[src/rtl/alu_sequencer_if.sv]
// rtl/alu_sequencer_if.sv - Bundle of client request, response and ALU-side signals for alu_sequencer
//
// Purpose: groups the two request channels, the response channel and the
// external ALU connection into one interface.
//   slave  modport : seen by alu_sequencer (accepts requests, drives ALU, returns results)
//   master modport : seen by the environment (clients, consumer and the ALU itself)
// Signals:
//   req0_*/req1_* : valid/ready handshake plus a, b, op, cnt for each client
//   rsp_*         : valid/ready handshake plus data, cout, id of the finished operation
//   alu_a/b/op    : operands and opcode to the shared ALU
//   alu_c/cout    : ALU result and carry/overflow back to the sequencer

interface alu_sequencer_if #(
  parameter int WIDTH = 16,
  parameter int CNT_W = 4
);
  logic             req0_valid;
  logic             req0_ready;
  logic [WIDTH-1:0] req0_a;
  logic [WIDTH-1:0] req0_b;
  logic [3:0]       req0_op;
  logic [CNT_W-1:0] req0_cnt;

  logic             req1_valid;
  logic             req1_ready;
  logic [WIDTH-1:0] req1_a;
  logic [WIDTH-1:0] req1_b;
  logic [3:0]       req1_op;
  logic [CNT_W-1:0] req1_cnt;

  logic             rsp_valid;
  logic             rsp_ready;
  logic [WIDTH-1:0] rsp_data;
  logic             rsp_cout;
  logic             rsp_id;

  logic [WIDTH-1:0] alu_a;
  logic [WIDTH-1:0] alu_b;
  logic [3:0]       alu_op;
  logic [WIDTH-1:0] alu_c;
  logic             alu_cout;

  modport slave (
    input  req0_valid, req0_a, req0_b, req0_op, req0_cnt,
    output req0_ready,
    input  req1_valid, req1_a, req1_b, req1_op, req1_cnt,
    output req1_ready,
    output rsp_valid, rsp_data, rsp_cout, rsp_id,
    input  rsp_ready,
    output alu_a, alu_b, alu_op,
    input  alu_c, alu_cout
  );

  modport master (
    output req0_valid, req0_a, req0_b, req0_op, req0_cnt,
    input  req0_ready,
    output req1_valid, req1_a, req1_b, req1_op, req1_cnt,
    input  req1_ready,
    input  rsp_valid, rsp_data, rsp_cout, rsp_id,
    output rsp_ready,
    input  alu_a, alu_b, alu_op,
    output alu_c, alu_cout
  );
endinterface

[src/rtl/alu_sequencer.sv]
// rtl/alu_sequencer.sv - Round-robin sharing of one ALU with repeat-count feedback of the result
//
// Purpose: accepts an operation from one of two clients, runs it on the
// external ALU cnt times (cnt==0 means once) with the ALU result fed back
// into operand A, then presents the final result on the response channel.
// Ports:
//   clk     : rising-edge clock
//   reset_n : asynchronous active-low reset
//   bus     : alu_sequencer_if.slave (requests, response, ALU connection)
//   busy    : high while an operation is executing or awaiting response handshake

module alu_sequencer #(
  parameter int WIDTH = 16,
  parameter int CNT_W = 4
) (
  input  logic           clk,
  input  logic           reset_n,
  alu_sequencer_if.slave bus,
  output logic           busy
);

  typedef enum logic [1:0] {
    IDLE = 2'd0,
    EXEC = 2'd1,
    RESP = 2'd2
  } state_t;

  localparam logic [CNT_W-1:0] CNT_ONE = CNT_W'(1);

  state_t           state;
  state_t           state_next;

  logic             last_grant;
  logic             id;
  logic [WIDTH-1:0] acc;
  logic [WIDTH-1:0] b_reg;
  logic [3:0]       op_reg;
  logic [CNT_W-1:0] remaining;
  logic             cout_acc;

  logic             rsp_valid_r;
  logic [WIDTH-1:0] rsp_data_r;
  logic             rsp_cout_r;
  logic             rsp_id_r;

  logic             grant0;
  logic             grant1;
  logic             accept;
  logic             last_iter;

  logic [WIDTH-1:0] sel_a;
  logic [WIDTH-1:0] sel_b;
  logic [3:0]       sel_op;
  logic [CNT_W-1:0] sel_cnt;

  assign last_iter = (remaining == CNT_ONE);
  assign accept    = grant0 | grant1;

  // State register
  always_ff @(posedge clk or negedge reset_n) begin
    if (!reset_n) begin
      state <= IDLE;
    end else begin
      state <= state_next;
    end
  end

  // Next state and grant. When both clients ask, the one that did not win
  // last time gets the ALU; last_grant resets to 1 so client 0 wins first.
  always_comb begin
    state_next = state;
    grant0     = 1'b0;
    grant1     = 1'b0;
    case (state)
      IDLE: begin
        if (bus.req0_valid && (!bus.req1_valid || last_grant)) begin
          grant0 = 1'b1;
        end else if (bus.req1_valid) begin
          grant1 = 1'b1;
        end
        if (grant0 || grant1) begin
          state_next = EXEC;
        end
      end
      EXEC: begin
        if (last_iter) begin
          state_next = RESP;
        end
      end
      RESP: begin
        if (bus.rsp_ready) begin
          state_next = IDLE;
        end
      end
      default: state_next = IDLE;
    endcase
  end

  // Fields of the granted client
  always_comb begin
    sel_a   = bus.req0_a;
    sel_b   = bus.req0_b;
    sel_op  = bus.req0_op;
    sel_cnt = bus.req0_cnt;
    if (grant1) begin
      sel_a   = bus.req1_a;
      sel_b   = bus.req1_b;
      sel_op  = bus.req1_op;
      sel_cnt = bus.req1_cnt;
    end
  end

  // Operation registers and response registers
  always_ff @(posedge clk or negedge reset_n) begin
    if (!reset_n) begin
      last_grant  <= 1'b1;
      id          <= 1'b0;
      acc         <= '0;
      b_reg       <= '0;
      op_reg      <= '0;
      remaining   <= '0;
      cout_acc    <= 1'b0;
      rsp_valid_r <= 1'b0;
      rsp_data_r  <= '0;
      rsp_cout_r  <= 1'b0;
      rsp_id_r    <= 1'b0;
    end else begin
      case (state)
        IDLE: begin
          if (accept) begin
            acc        <= sel_a;
            b_reg      <= sel_b;
            op_reg     <= sel_op;
            id         <= grant1;
            last_grant <= grant1;
            cout_acc   <= 1'b0;
            remaining  <= (sel_cnt == '0) ? CNT_ONE : sel_cnt;
          end
        end
        EXEC: begin
          // Result feeds back into operand A for the next iteration
          acc       <= bus.alu_c;
          cout_acc  <= cout_acc | bus.alu_cout;
          remaining <= remaining - CNT_ONE;
          if (last_iter) begin
            rsp_valid_r <= 1'b1;
            rsp_data_r  <= bus.alu_c;
            rsp_cout_r  <= cout_acc | bus.alu_cout;
            rsp_id_r    <= id;
          end
        end
        RESP: begin
          if (bus.rsp_ready) begin
            rsp_valid_r <= 1'b0;
          end
        end
        default: ;
      endcase
    end
  end

  // ALU is driven straight from the operation registers, so its inputs stay
  // stable within each EXEC cycle and simply hold outside EXEC.
  assign bus.alu_a  = acc;
  assign bus.alu_b  = b_reg;
  assign bus.alu_op = op_reg;

  assign bus.req0_ready = grant0;
  assign bus.req1_ready = grant1;

  assign bus.rsp_valid = rsp_valid_r;
  assign bus.rsp_data  = rsp_data_r;
  assign bus.rsp_cout  = rsp_cout_r;
  assign bus.rsp_id    = rsp_id_r;

  assign busy = (state != IDLE);

endmodule

[src/flat_wrapper.sv]
// flat-port wrapper written by rule: the top's interface ports become plain ports
module alu_sequencer_flat 
#(
  parameter int WIDTH = 16,
  parameter int CNT_W = 4
)
  (clk, reset_n, busy, bus_req0_valid, bus_req0_a, bus_req0_b, bus_req0_op, bus_req0_cnt, bus_req0_ready, bus_req1_valid, bus_req1_a, bus_req1_b, bus_req1_op, bus_req1_cnt, bus_req1_ready, bus_rsp_valid, bus_rsp_data, bus_rsp_cout, bus_rsp_id, bus_rsp_ready, bus_alu_a, bus_alu_b, bus_alu_op, bus_alu_c, bus_alu_cout);
  alu_sequencer_if #(.WIDTH(WIDTH), .CNT_W(CNT_W)) bus_i ();
  input  logic clk;
  input  logic reset_n;
  output logic busy;
  input wire logic [$bits(bus_i.req0_valid)-1:0] bus_req0_valid;
  input wire logic [$bits(bus_i.req0_a)-1:0] bus_req0_a;
  input wire logic [$bits(bus_i.req0_b)-1:0] bus_req0_b;
  input wire logic [$bits(bus_i.req0_op)-1:0] bus_req0_op;
  input wire logic [$bits(bus_i.req0_cnt)-1:0] bus_req0_cnt;
  output wire logic [$bits(bus_i.req0_ready)-1:0] bus_req0_ready;
  input wire logic [$bits(bus_i.req1_valid)-1:0] bus_req1_valid;
  input wire logic [$bits(bus_i.req1_a)-1:0] bus_req1_a;
  input wire logic [$bits(bus_i.req1_b)-1:0] bus_req1_b;
  input wire logic [$bits(bus_i.req1_op)-1:0] bus_req1_op;
  input wire logic [$bits(bus_i.req1_cnt)-1:0] bus_req1_cnt;
  output wire logic [$bits(bus_i.req1_ready)-1:0] bus_req1_ready;
  output wire logic [$bits(bus_i.rsp_valid)-1:0] bus_rsp_valid;
  output wire logic [$bits(bus_i.rsp_data)-1:0] bus_rsp_data;
  output wire logic [$bits(bus_i.rsp_cout)-1:0] bus_rsp_cout;
  output wire logic [$bits(bus_i.rsp_id)-1:0] bus_rsp_id;
  input wire logic [$bits(bus_i.rsp_ready)-1:0] bus_rsp_ready;
  output wire logic [$bits(bus_i.alu_a)-1:0] bus_alu_a;
  output wire logic [$bits(bus_i.alu_b)-1:0] bus_alu_b;
  output wire logic [$bits(bus_i.alu_op)-1:0] bus_alu_op;
  input wire logic [$bits(bus_i.alu_c)-1:0] bus_alu_c;
  input wire logic [$bits(bus_i.alu_cout)-1:0] bus_alu_cout;
  assign bus_i.req0_valid = bus_req0_valid;
  assign bus_i.req0_a = bus_req0_a;
  assign bus_i.req0_b = bus_req0_b;
  assign bus_i.req0_op = bus_req0_op;
  assign bus_i.req0_cnt = bus_req0_cnt;
  assign bus_req0_ready = bus_i.req0_ready;
  assign bus_i.req1_valid = bus_req1_valid;
  assign bus_i.req1_a = bus_req1_a;
  assign bus_i.req1_b = bus_req1_b;
  assign bus_i.req1_op = bus_req1_op;
  assign bus_i.req1_cnt = bus_req1_cnt;
  assign bus_req1_ready = bus_i.req1_ready;
  assign bus_rsp_valid = bus_i.rsp_valid;
  assign bus_rsp_data = bus_i.rsp_data;
  assign bus_rsp_cout = bus_i.rsp_cout;
  assign bus_rsp_id = bus_i.rsp_id;
  assign bus_i.rsp_ready = bus_rsp_ready;
  assign bus_alu_a = bus_i.alu_a;
  assign bus_alu_b = bus_i.alu_b;
  assign bus_alu_op = bus_i.alu_op;
  assign bus_i.alu_c = bus_alu_c;
  assign bus_i.alu_cout = bus_alu_cout;
  alu_sequencer #(.WIDTH(WIDTH), .CNT_W(CNT_W)) u_core (.clk(clk), .reset_n(reset_n), .bus(bus_i), .busy(busy));
endmodule
[config.mk]
export PLATFORM = sky130hd
export DESIGN_NAME = alu_sequencer_flat
export DESIGN_NICKNAME = d
export VERILOG_FILES = /design/src/rtl/alu_sequencer_if.sv /design/src/rtl/alu_sequencer.sv /design/src/flat_wrapper.sv
export SDC_FILE = /design/constraint.sdc
export NUM_CORES = 1
export LEC_CHECK = 0
export ABC_CLOCK_PERIOD_IN_PS = 3600
export CAP_MARGIN = 30
export CORE_MARGIN = 2
export CORE_UTILIZATION = 60
export DETAILED_ROUTE_END_ITERATION = 8
export DONT_BUFFER_PORTS = 1
export GPL_TIMING_DRIVEN = 0
export PLACE_DENSITY = 0.76
export REMOVE_ABC_BUFFERS = 1
export SLEW_MARGIN = 20
export SYNTH_ARGS = -nofsm -noshare
export SYNTH_HDL_FRONTEND = slang
export SYNTH_SLANG_ARGS = --single-unit
[constraint.sdc]
create_clock -name clk -period 3.6 [get_ports clk]
set_input_delay 0.72 -clock clk [delete_from_list [all_inputs] [get_ports clk]]
set_output_delay 0.72 -clock clk [all_outputs]
set_load 0.01 [all_outputs]
======== Yosys cells after proc, flatten, opt, wreduce, memory -nomap -nowiden ========
Cells that the tools add are included.
storage, ports and cells
  register bits after elaboration ......... 64
  output and inout port bits .............. 58
  input port bits ......................... 102
  word-level logic and storage cells ...... 61
operators by class
  reduce and logical (&&, ||, !) cells .... 14
  bitwise operators ....................... 2
  mux-type cells .......................... 25
  add/sub/neg operators ................... 1
  eq/ne operators ......................... 7
operator list
  cell                                                                      number
  16-bit 2-to-1 mux                                                         3
  16-bit case mux with 2 select lines                                       1
  4-bit 2-to-1 mux                                                          4
  1-bit 2-to-1 mux                                                          10
  4-bit case mux with 2 select lines                                        1
  2-bit 2-to-1 mux                                                          3
  2-bit by 1-bit inequality test with 1-bit output (second input constant)  3
  2-bit case mux with 3 select lines                                        1
  2-bit AND reduction                                                       3
  3-bit AND reduction                                                       2
  2-bit nonzero test                                                        3
  4-bit by 1-bit == test with 1-bit output (second input constant)          1
  4-bit zero test                                                           1
  1-bit case mux with 2 select lines                                        2
  4-bit by 1-bit subtractor with 4-bit output (second input constant)       1
  2-bit by 1-bit == test with 1-bit output (second input constant)          1
  2-bit == test (second input constant)                                     1
  2-bit zero test                                                           1
  1-bit logical OR                                                          2
  2-bit inequality test (second input constant)                             1
  1-bit bitwise OR                                                          2
  1-bit logical AND                                                         1
  1-bit zero test                                                           1

======== Depth between registers and ports, before layout ========
Gate-level depths: netlist of the first run.
  word-level depth ........................ 11
  depth in mapped cells ................... 7
  depth with buffers taken out ............ 6

======== Worst setup path before layout of the first run ========
No wires, ideal clock.
  kind .................................... input-to-output
  start point ............................. in bus_req0_valid
  end point ............................... out bus_req0_ready
  arrival ................................. 1.141 ns
  path slack .............................. 1.739 ns
  stages .................................. 2
  cells stage by stage .................... a21boi_0 > and2_1
on the way
  cells in the longest elaborated chain, start to end .. 4
RTL lines
  item                           line                 source
  from (decl)                    flat_wrapper.sv:12   input wire logic [$bits(bus_i.req0_valid)-1:0] bus_req0_valid;
  1-bit logical AND              alu_sequencer.sv:76  if (bus.req0_valid && (!bus.req1_valid || last_grant)) begin
  1-bit 2-to-1 mux               alu_sequencer.sv:76
  1-bit 2-to-1 mux (2 in a row)  alu_sequencer.sv:74  case (state)
  to (decl)                      flat_wrapper.sv:17   output wire logic [$bits(bus_i.req0_ready)-1:0] bus_req0_ready;
No other way between the ends. The select of a mux whose other input is x is not followed.

======== Worst setup path after layout of the first run ========
  start point ............................. reg u_core.state[1]
  end point ............................... out bus_req1_ready
on the way
  cells in the longest elaborated chain, start to end .. 2
RTL lines
  item                    line                 source
  from (decl)             alu_sequencer.sv:30  state_t state;
  from (signal assigned)  alu_sequencer.sv:64  state <= state_next;
  2-bit zero test         alu_sequencer.sv:74
  1-bit 2-to-1 mux        alu_sequencer.sv:74
  to (decl)               flat_wrapper.sv:23   output wire logic [$bits(bus_i.req1_ready)-1:0] bus_req1_ready;
No other way between the ends.

==> results.cfg, run 1 <==
[power]
pwr-share-seq_pct = 50.0
power.density_mw_per_mm2 = 936.5
combPwrFrac_pct = 31.0
total_power_mw = 2.970
switching_share_pct = 37.72
ir_worst_vdd_mv = 0.4287
switchingPower_mw = 1.120
p_int_mw = 1.850
leakage_nw = 1.520
clkPwrFrac_pct = 18.9

[global_route]
grt_pass1_vias = 2071
track_usage_pct = 23.74
grt_max_degree = 65
antenna_found_initial = 0
grt_overflow = 0
grt_pass1_wl_um = 9604

[synthesis]
syn_inst = 262
yosysUniqueCellTypes = 34
synth_seq_area_share_pct = 54.03
yosysWarnings = 0
synth_area_sq_mm = 0.002967
ys_seq_elements = 64
synth.avg_cell_area_sq_um = 11.32

[cells_and_area]
mostFrequentLayoutCell = dfrtp_1
finalCoreUtilization_pct = 66.71
design_area_sq_mm = 0.003172
syn_to_final_growth_pct = 6.917
layout.nets = 361
antenna_cells = 0
layout_common_cells = dfrtp_1, o21ai_0, nand2_1, mux2i_1, o22ai_1
drive_gt1_share_pct = 15.27

[drt]
drc = 0
dr.pass1.iters = 4
wl_per_cell_um = 19.35
wl_um = 6365
viasPerCell = 6.043
vias = 1988
drt_iter0_drc = 100
antenna_left = 0

[sta]
finalCritPeriodShare_pct = 81.66
relSlewSlack_pct = 51.04
maxSlewViolCount = 0
tightestPinTransition_ps = 733.5
timing.fmax_ghz = 0.3402
finalSetupTns_ps = 0
fin_skew_ps = 9.595
rsz0062_at_grt = no
finalSetupViolations = 0
hold_viol_final = 0
period_minus_slack_ps = 2940

[die]
start_util_pct = 62.39
dieArea_sq_mm = 0.005523
die_h_um = 74.32
io_pins = 160
core_sq_mm = 0.004755
rows = 25
fp.dieW_um = 74.32

[critical_path]
cp_max_fo = 21
critPathKind = register to output port
r2r_start = u_core.state[1]
reg2reg_slack_ps = 1250
critPathLaunch = u_core.state[1]
cp.arrival_ps = 2220
worstPathRequired_ps = 2880
start_kind = register
cp-end-kind = output port

[place]
dp_hpwl_um = 4490
portBuffers = 0
gp_congestion = 0.7897
placed_area_sq_mm = 0.002992

[clock_network]
numClockSinks = 64
cts_root_buffer = clkbuf_8
post_cts_buffers = 0
clk_pin_slew_ps = 70
cts_hold_buf = 0
cts_resized = 0
clk_path_buf_depth = 2
tritoncts = yes
htreeDepth = 3
cts_buffers = 9
clock_latency_ps = 320

[min_path]
worstHoldPathType = input pin to asynchronous set/reset pin

[run_status]
status = finished clean

[run]
drv_cap = 0
==> worst max-delay path, stage by stage, from the launching register on <==
cell and delay [ps]:
dfrtp_1 450, nor2_4 240, nand3_2 610, inv_2 590
==> cells by family after synthesis <==
| logic type | Yosys count | synth area share [%] |
|---|---|---|
| simple gates | 47 | 7.297 |
| buf+inv | 24 | 4.428 |
| mux | 38 | 15.69 |
| compound gates | 86 | 17.42 |
| flops | 64 | 54.03 |
| fa+ha+maj | 2 | 0.8434 |
| xor+xnor | 1 | 0.2953 |
==> state kept, by name, summed over array words and instances, names as in the netlist <==
| name | flops |
|---|---|
| u_core.bus.alu_a | 16 |
| u_core.id | 1 |
| u_core.remaining | 4 |
| u_core.bus.rsp_cout | 1 |
| u_core.bus.alu_op | 4 |
| u_core.bus.rsp_valid | 1 |
| u_core.last_grant | 1 |
| u_core.bus.rsp_data | 16 |
| u_core.bus.alu_b | 16 |
| u_core.state | 2 |
| u_core.bus.rsp_id | 1 |
| u_core.cout_acc | 1 |
==> synth_stat cells, drive strengths merged <==
cell	count	area share [%]
dfrtp	63	53
o21ai	41	7.0
nand2	29	3.8
mux2i	21	7.1
o22ai	20	4.2
mux2	17	8.6
a22oi	16	4.0
buf	12	2.9
nor2	7	1.1
clkbuf	6	0.76
inv	6	0.76
a21oi	4	0.67
nor3	3	0.51
ha	2	0.84
nand2b	2	0.42
o221ai	2	0.59
a21boi	1	0.25
a31oi	1	0.21
and2	1	0.21
and2b	1	0.25
dfstp	1	0.89
nand3	1	0.34
nor3b	1	0.25
nor4	1	0.21
o221a	1	0.38
or2	1	0.21
xor2	1	0.30
==> cell type report <==
cell class	instances	area, sq um
fill	402	1583
clock inverter	4	45.04
timing repair buffer	2	38.79
multi-input combinational	174	1244
inverter	6	22.52
sequential	64	1603
tap	67	83.83
clock buffer	12	135.1
==> worst paths after layout <==
kind	to	cells past startpoint
setup / recovery	bus_req1_ready	3
hold / removal	u_core.bus.rsp_data[1]	0
setup reg to reg	u_core.bus.alu_b[5]	5
hold reg to reg	u_core.id	2
max in group asynchronous	u_core.last_grant	0
min in group clk	u_core.last_grant	1
==> metrics by stage <==
step / hold WS (ps) / setup slack [ps] / cells
after global placement: 425.6 / 151.3 / 311
final: 88.95 / 660.3 / 329
after global routing: 66.28 / 488.3 / 329
after floorplan: 424.4 / 657.4 / 244
after detailed placement: 425.6 / 901.0 / 313
after CTS: 71.95 / 604.2 / 329
==> routing by layer <==
layer  up-vias  track usage, %  share of wire, %
li1        944               -                 -
met1       925           25.22                36
met3         8           7.182                11
met4         0           10.71               1.5
met2       111           43.25                52
met5         -               0                 0
==> power by group through the flow <==
stage	clock network [mW]	registers, mW	logic [mW]
2_1_floorplan	0	1.41	0.741
5_1_grt	0.617	1.54	1.06
4_1_cts	0.577	1.49	0.942
3_5_place_dp	0	1.49	0.947
3_3_place_gp	0	1.49	0.865
6_report	0.563	1.49	0.921
Note: power is estimated with default switching activity, not from simulation.
==> run 2: changes to the inputs <==
--- a/config.mk
+++ b/config.mk
@@ -5,7 +5,7 @@
 export SDC_FILE = /design/constraint.sdc
 export NUM_CORES = 1
 export LEC_CHECK = 0
-export ABC_CLOCK_PERIOD_IN_PS = 3600
+export ABC_CLOCK_PERIOD_IN_PS = 2720
 export CAP_MARGIN = 30
 export CORE_MARGIN = 2
 export CORE_UTILIZATION = 60
==> constraint.sdc (replaced) <==
create_clock -name clk -period 2.72 [get_ports clk]
set_input_delay 0.544 -clock clk [delete_from_list [all_inputs] [get_ports clk]]
set_output_delay 0.544 -clock clk [all_outputs]
set_load 0.01 [all_outputs]
==> run 2 against run 1 <==
Effect of this change:
- flip-flop and latch count unchanged
- first-iteration DRC count increased by 12%
- clock power rose by 32%
- critical path depth stayed put
- sequential power up 32%
- final cell count is 0.30% higher
- combinational power up 36%
==> results.cfg, run 2 (synthesis results as in run 1) <==
[global_route]
grt_pass1_wl_um = 9756
antenna_found_initial = 0
grt_pass1_vias = 2092
grt_max_degree = 64
grt_overflow = 0
track_usage_pct = 24.22

[sta]
maxSlewViolCount = 0
finalSetupViolations = 0
finalCritPeriodShare_pct = 89.11
timing.final.ws_setup_ps = 296.3
hold_viol_final = 0
period_minus_slack_ps = 2424
relSlewSlack_pct = 51.94
rsz0062_at_grt = no
tightestPinTransition_ps = 718.1
timing.fmax_ghz = 0.4126
finalSetupTns_ps = 0
fin_skew_ps = 9.508

[cells_and_area]
layout.nets = 362
syn_to_final_growth_pct = 8.098
drive_gt1_share_pct = 15.59
finalCoreUtilization_pct = 67.45
mostFrequentLayoutCell = dfrtp_1
layout_common_cells = dfrtp_1, o21ai_0, nand2_1, mux2i_1, o22ai_1
antenna_cells = 0

[clock_network]
clk_pin_slew_ps = 70
htreeDepth = 3
cts_buffers = 9
clk_path_buf_depth = 2
numClockSinks = 64
cts_root_buffer = clkbuf_8
clock_latency_ps = 320
post_cts_buffers = 0
tritoncts = yes

[drt]
drc = 0
wl_per_cell_um = 19.65
vias = 2006
antenna_left = 0
drt_iter0_drc = 112
wl_um = 6483
dr.pass1.iters = 4
viasPerCell = 6.079

[critical_path]
start_kind = register
cp_max_fo = 21
worstPathRequired_ps = 2180
reg2reg_slack_ps = 420
r2r-end = u_core.bus.rsp_data[5]
r2r_start = u_core.state[1]
cp.arrival_ps = 1880
critPathKind = register to output port
reg2reg_depth = 3
cp-end-kind = output port

[die]
start_util_pct = 62.39
rows = 25
io_pins = 160
core_sq_mm = 0.004755
die_h_um = 74.32
fp.dieW_um = 74.32
dieArea_sq_mm = 0.005523

[power]
power.density_mw_per_mm2 = 1234
leakage_nw = 1.533
total_power_mw = 3.958
ir_worst_vdd_mv = 0.5684

[min_path]
worstHoldPathType = input pin to asynchronous set/reset pin

[run_status]
status = finished clean

[place]
dp_hpwl_um = 4490
place_ws_ps = 259.3
portBuffers = 0
gp_congestion = 0.7897

[run]
drv_cap = 0
run 2: cell count changes in the layout (fill, tap and decap cells not counted):
cell / previous run / this run
nand3_4: 0 / 1
buf_16: 1 / 2
nand3_2: 1 / 0
run 2: worst max path at each step:
stage | slack, ps | startpoint | end | cells past startpoint
CTS | 260 | u_core.state[1] | bus_req1_ready | 3
global placement | -390 | u_core.last_grant | bus_req0_ready | 3
detailed placement | 260 | u_core.state[1] | bus_req1_ready | 3
floorplan | 120 | u_core.last_grant | bus_req0_ready | 3
finish | 300 | u_core.state[1] | bus_req1_ready | 3
global route | 170 | u_core.state[0] | bus_req1_ready | 3
run 2: power by group:
part	switching, mW	internal, mW	leakage (nW)
sequential	0.543	1.42	0.768
combinational	0.638	0.608	0.671
clock	0.324	0.420	0.0941
run 2: stage by stage:
step	hold slack, ps	area, sq um	std cells
final	65.64	3207	330
after global routing	37.51	3207	330
after CTS	48.58	3207	330
after detailed placement	249.6	2992	313
after global placement	249.6	2942	311
after floorplan	248.4	2858	244
run 2: critical path, cell delays in order (launching register included):
cell     delay (ps)
dfrtp_1         450
nor2_4          260
nand3_4         380
inv_2           460
run 2: metal layers:
| metal | routed length (um) | global-route usage, % | vias up | part of all wire (%) |
|---|---|---|---|---|
| met5 | 0 | 0 | - | 0 |
| met4 | 121 | 11.31 | 0 | 1.9 |
| met3 | 698 | 7.317 | 10 | 11 |
| met2 | 3341 | 43.55 | 119 | 52 |
| met1 | 2321 | 26.11 | 931 | 36 |
| li1 | - | - | 946 | - |
run 2: area by class of cell:
| type | instances | area, sq um |
|---|---|---|
| multi-input cells | 174 | 1251 |
| repair buffers | 3 | 66.31 |
| well taps | 67 | 83.83 |
| fillers | 397 | 1548 |
| clock inverters | 4 | 45.04 |
| inverters | 6 | 22.52 |
| flip-flops and latches | 64 | 1603 |
| clock buffers | 12 | 135.1 |
run 2: repair_timing:
action,CTS,global route
endpoints found under the setup margin,1,0
hold buffers,1,0
endpoints found under the hold margin,63,0
resized for setup,1,0
==> run 3: changes to the inputs <==
--- a/config.mk
+++ b/config.mk
@@ -8,11 +8,11 @@
 export ABC_CLOCK_PERIOD_IN_PS = 2720
 export CAP_MARGIN = 30
 export CORE_MARGIN = 2
-export CORE_UTILIZATION = 60
+export CORE_UTILIZATION = 50
 export DETAILED_ROUTE_END_ITERATION = 8
 export DONT_BUFFER_PORTS = 1
 export GPL_TIMING_DRIVEN = 0
-export PLACE_DENSITY = 0.76
+export PLACE_DENSITY = 0.62
 export REMOVE_ABC_BUFFERS = 1
 export SLEW_MARGIN = 20
 export SYNTH_ARGS = -nofsm -noshare
==> run 3 against run 2 <==
Effect of this change:
- utilization shrank 11 points
- final cell count increased by 2.1%
- worst hold slack lost 4.5 ps
- flip-flop and latch count did not move
- combinational power barely moved
- die area is 19% higher
- design area up 1.6%
- total power increased by 4.5%
==> results.cfg, run 3 (synthesis results as in run 1) <==
[run_status]
status = finished clean

[global_route]
grt_pass1_wl_um = 9942
track_usage_pct = 20.82
antenna_found_initial = 0
grt_overflow = 0
grt_pass1_vias = 1921
grt_max_degree = 64

[die]
core_sq_mm = 0.005816
die_h_um = 81.03
io_pins = 160
fp.dieW_um = 81.03
dieArea_sq_mm = 0.006565
start_util_pct = 51.01
rows = 28

[cells_and_area]
layout.nets = 362
antenna_cells = 0
syn_to_final_growth_pct = 9.785
layout_common_cells = dfrtp_1, o21ai_0, nand2_1, mux2i_1, o22ai_1
finalCoreUtilization_pct = 56.00
mostFrequentLayoutCell = dfrtp_1
drive_gt1_share_pct = 16.03
final_cells = 337

[power]
total_power_mw = 4.137
power.density_mw_per_mm2 = 1270
leakage_nw = 1.551
ir_worst_vdd_mv = 0.6087

[critical_path]
reg2reg_slack_ps = 380
start_kind = register
worstPathRequired_ps = 2180
cp.arrival_ps = 1890
r2r_start = u_core.state[0]
cp_max_fo = 21
r2r-end = u_core.bus.rsp_data[9]
cp-end-kind = output port
critPathKind = register to output port
reg2reg_depth = 3

[sta]
finalSetupViolations = 0
fin_skew_ps = 10.63
tightestPinTransition_ps = 735.6
maxSlewViolCount = 0
period_minus_slack_ps = 2437
rsz0062_at_grt = no
timing.final.ws_setup_ps = 282.7
hold_viol_final = 0
finalSetupTns_ps = 0
timing.fmax_ghz = 0.4103
finalCritPeriodShare_pct = 89.61
relSlewSlack_pct = 50.96

[clock_network]
numClockSinks = 64
htreeDepth = 3
cts_root_buffer = clkbuf_8
clk_pin_slew_ps = 60
clock_latency_ps = 330
tritoncts = yes
clk_path_buf_depth = 2
cts_buffers = 9

[place]
portBuffers = 0
place_ws_ps = 242.7
dp_hpwl_um = 4574
gp_congestion = 0.7170
dp_cells = 321

[drt]
viasPerCell = 5.831
drt_iter0_drc = 89
wl_um = 6757
vias = 1965
drc = 0
dr.pass1.iters = 4
antenna_left = 0
wl_per_cell_um = 20.05

[min_path]
worstHoldPathType = input pin to asynchronous set/reset pin

[run]
drv_cap = 0
run 3: cell types whose count changed in the layout (fill, tap and decap cells not counted), sizes merged:
cell,previous run,this run
bufinv,1,2
clkinv,3,1
run 3: worst max-delay path by stage:
stage,end,slack (ps),startpoint
after floorplan,bus_req0_ready,120,u_core.last_grant
after global placement,bus_req0_ready,-310,u_core.last_grant
after detailed placement,bus_req1_ready,240,u_core.state[0]
after CTS,bus_req1_ready,260,u_core.state[0]
after global routing,bus_req1_ready,150,u_core.state[0]
final,bus_req1_ready,280,u_core.state[0]
run 3: final cells by class:
cell class | instances | area [sq um]
fillers | 535 | 2559
flip-flops and latches | 64 | 1603
multi-input cells | 174 | 1251
clock buffers | 12 | 155.1
well taps | 75 | 93.84
repair buffers | 3 | 66.31
clock inverters | 3 | 65.06
inverters | 6 | 22.52
run 3: metal layers:
metal	wire [um]	global-route usage (%)	up-vias
met1	2759	26.08	902
li1	-	-	940
met2	3230	33.97	113
met5	0	0	-
met3	674	5.778	10
met4	92	8.644	0
run 3: where the power goes:
part	leakage, nW	internal, mW	switching [mW]	total (mW)
combinational	0.671	0.610	0.655	1.26
clock	0.112	0.560	0.343	0.903
sequential	0.768	1.42	0.545	1.97
total	1.55	2.59	1.54	4.14
run 3: through the flow:
stage / hold WS [ps] / cell area, sq um
after floorplan: 248.4 / 2858
after global placement: 249.6 / 2952
after detailed placement: 249.7 / 3002
after CTS: 43.80 / 3257
after global routing: 36.46 / 3257
final: 61.18 / 3257
run 3: what timing repair did:
item	in CTS	in global routing
buffers inserted	0	0
resized for setup	1	0
hold endpoints to repair	63	0
setup endpoints to repair	1	0
hold buffers	1	0
run 3: worst max-delay path, cell delays in order, from the launching register on:
cell and delay [ps]:
dfrtp_1 470, nor2_4 240, nand3_4 400, inv_2 450
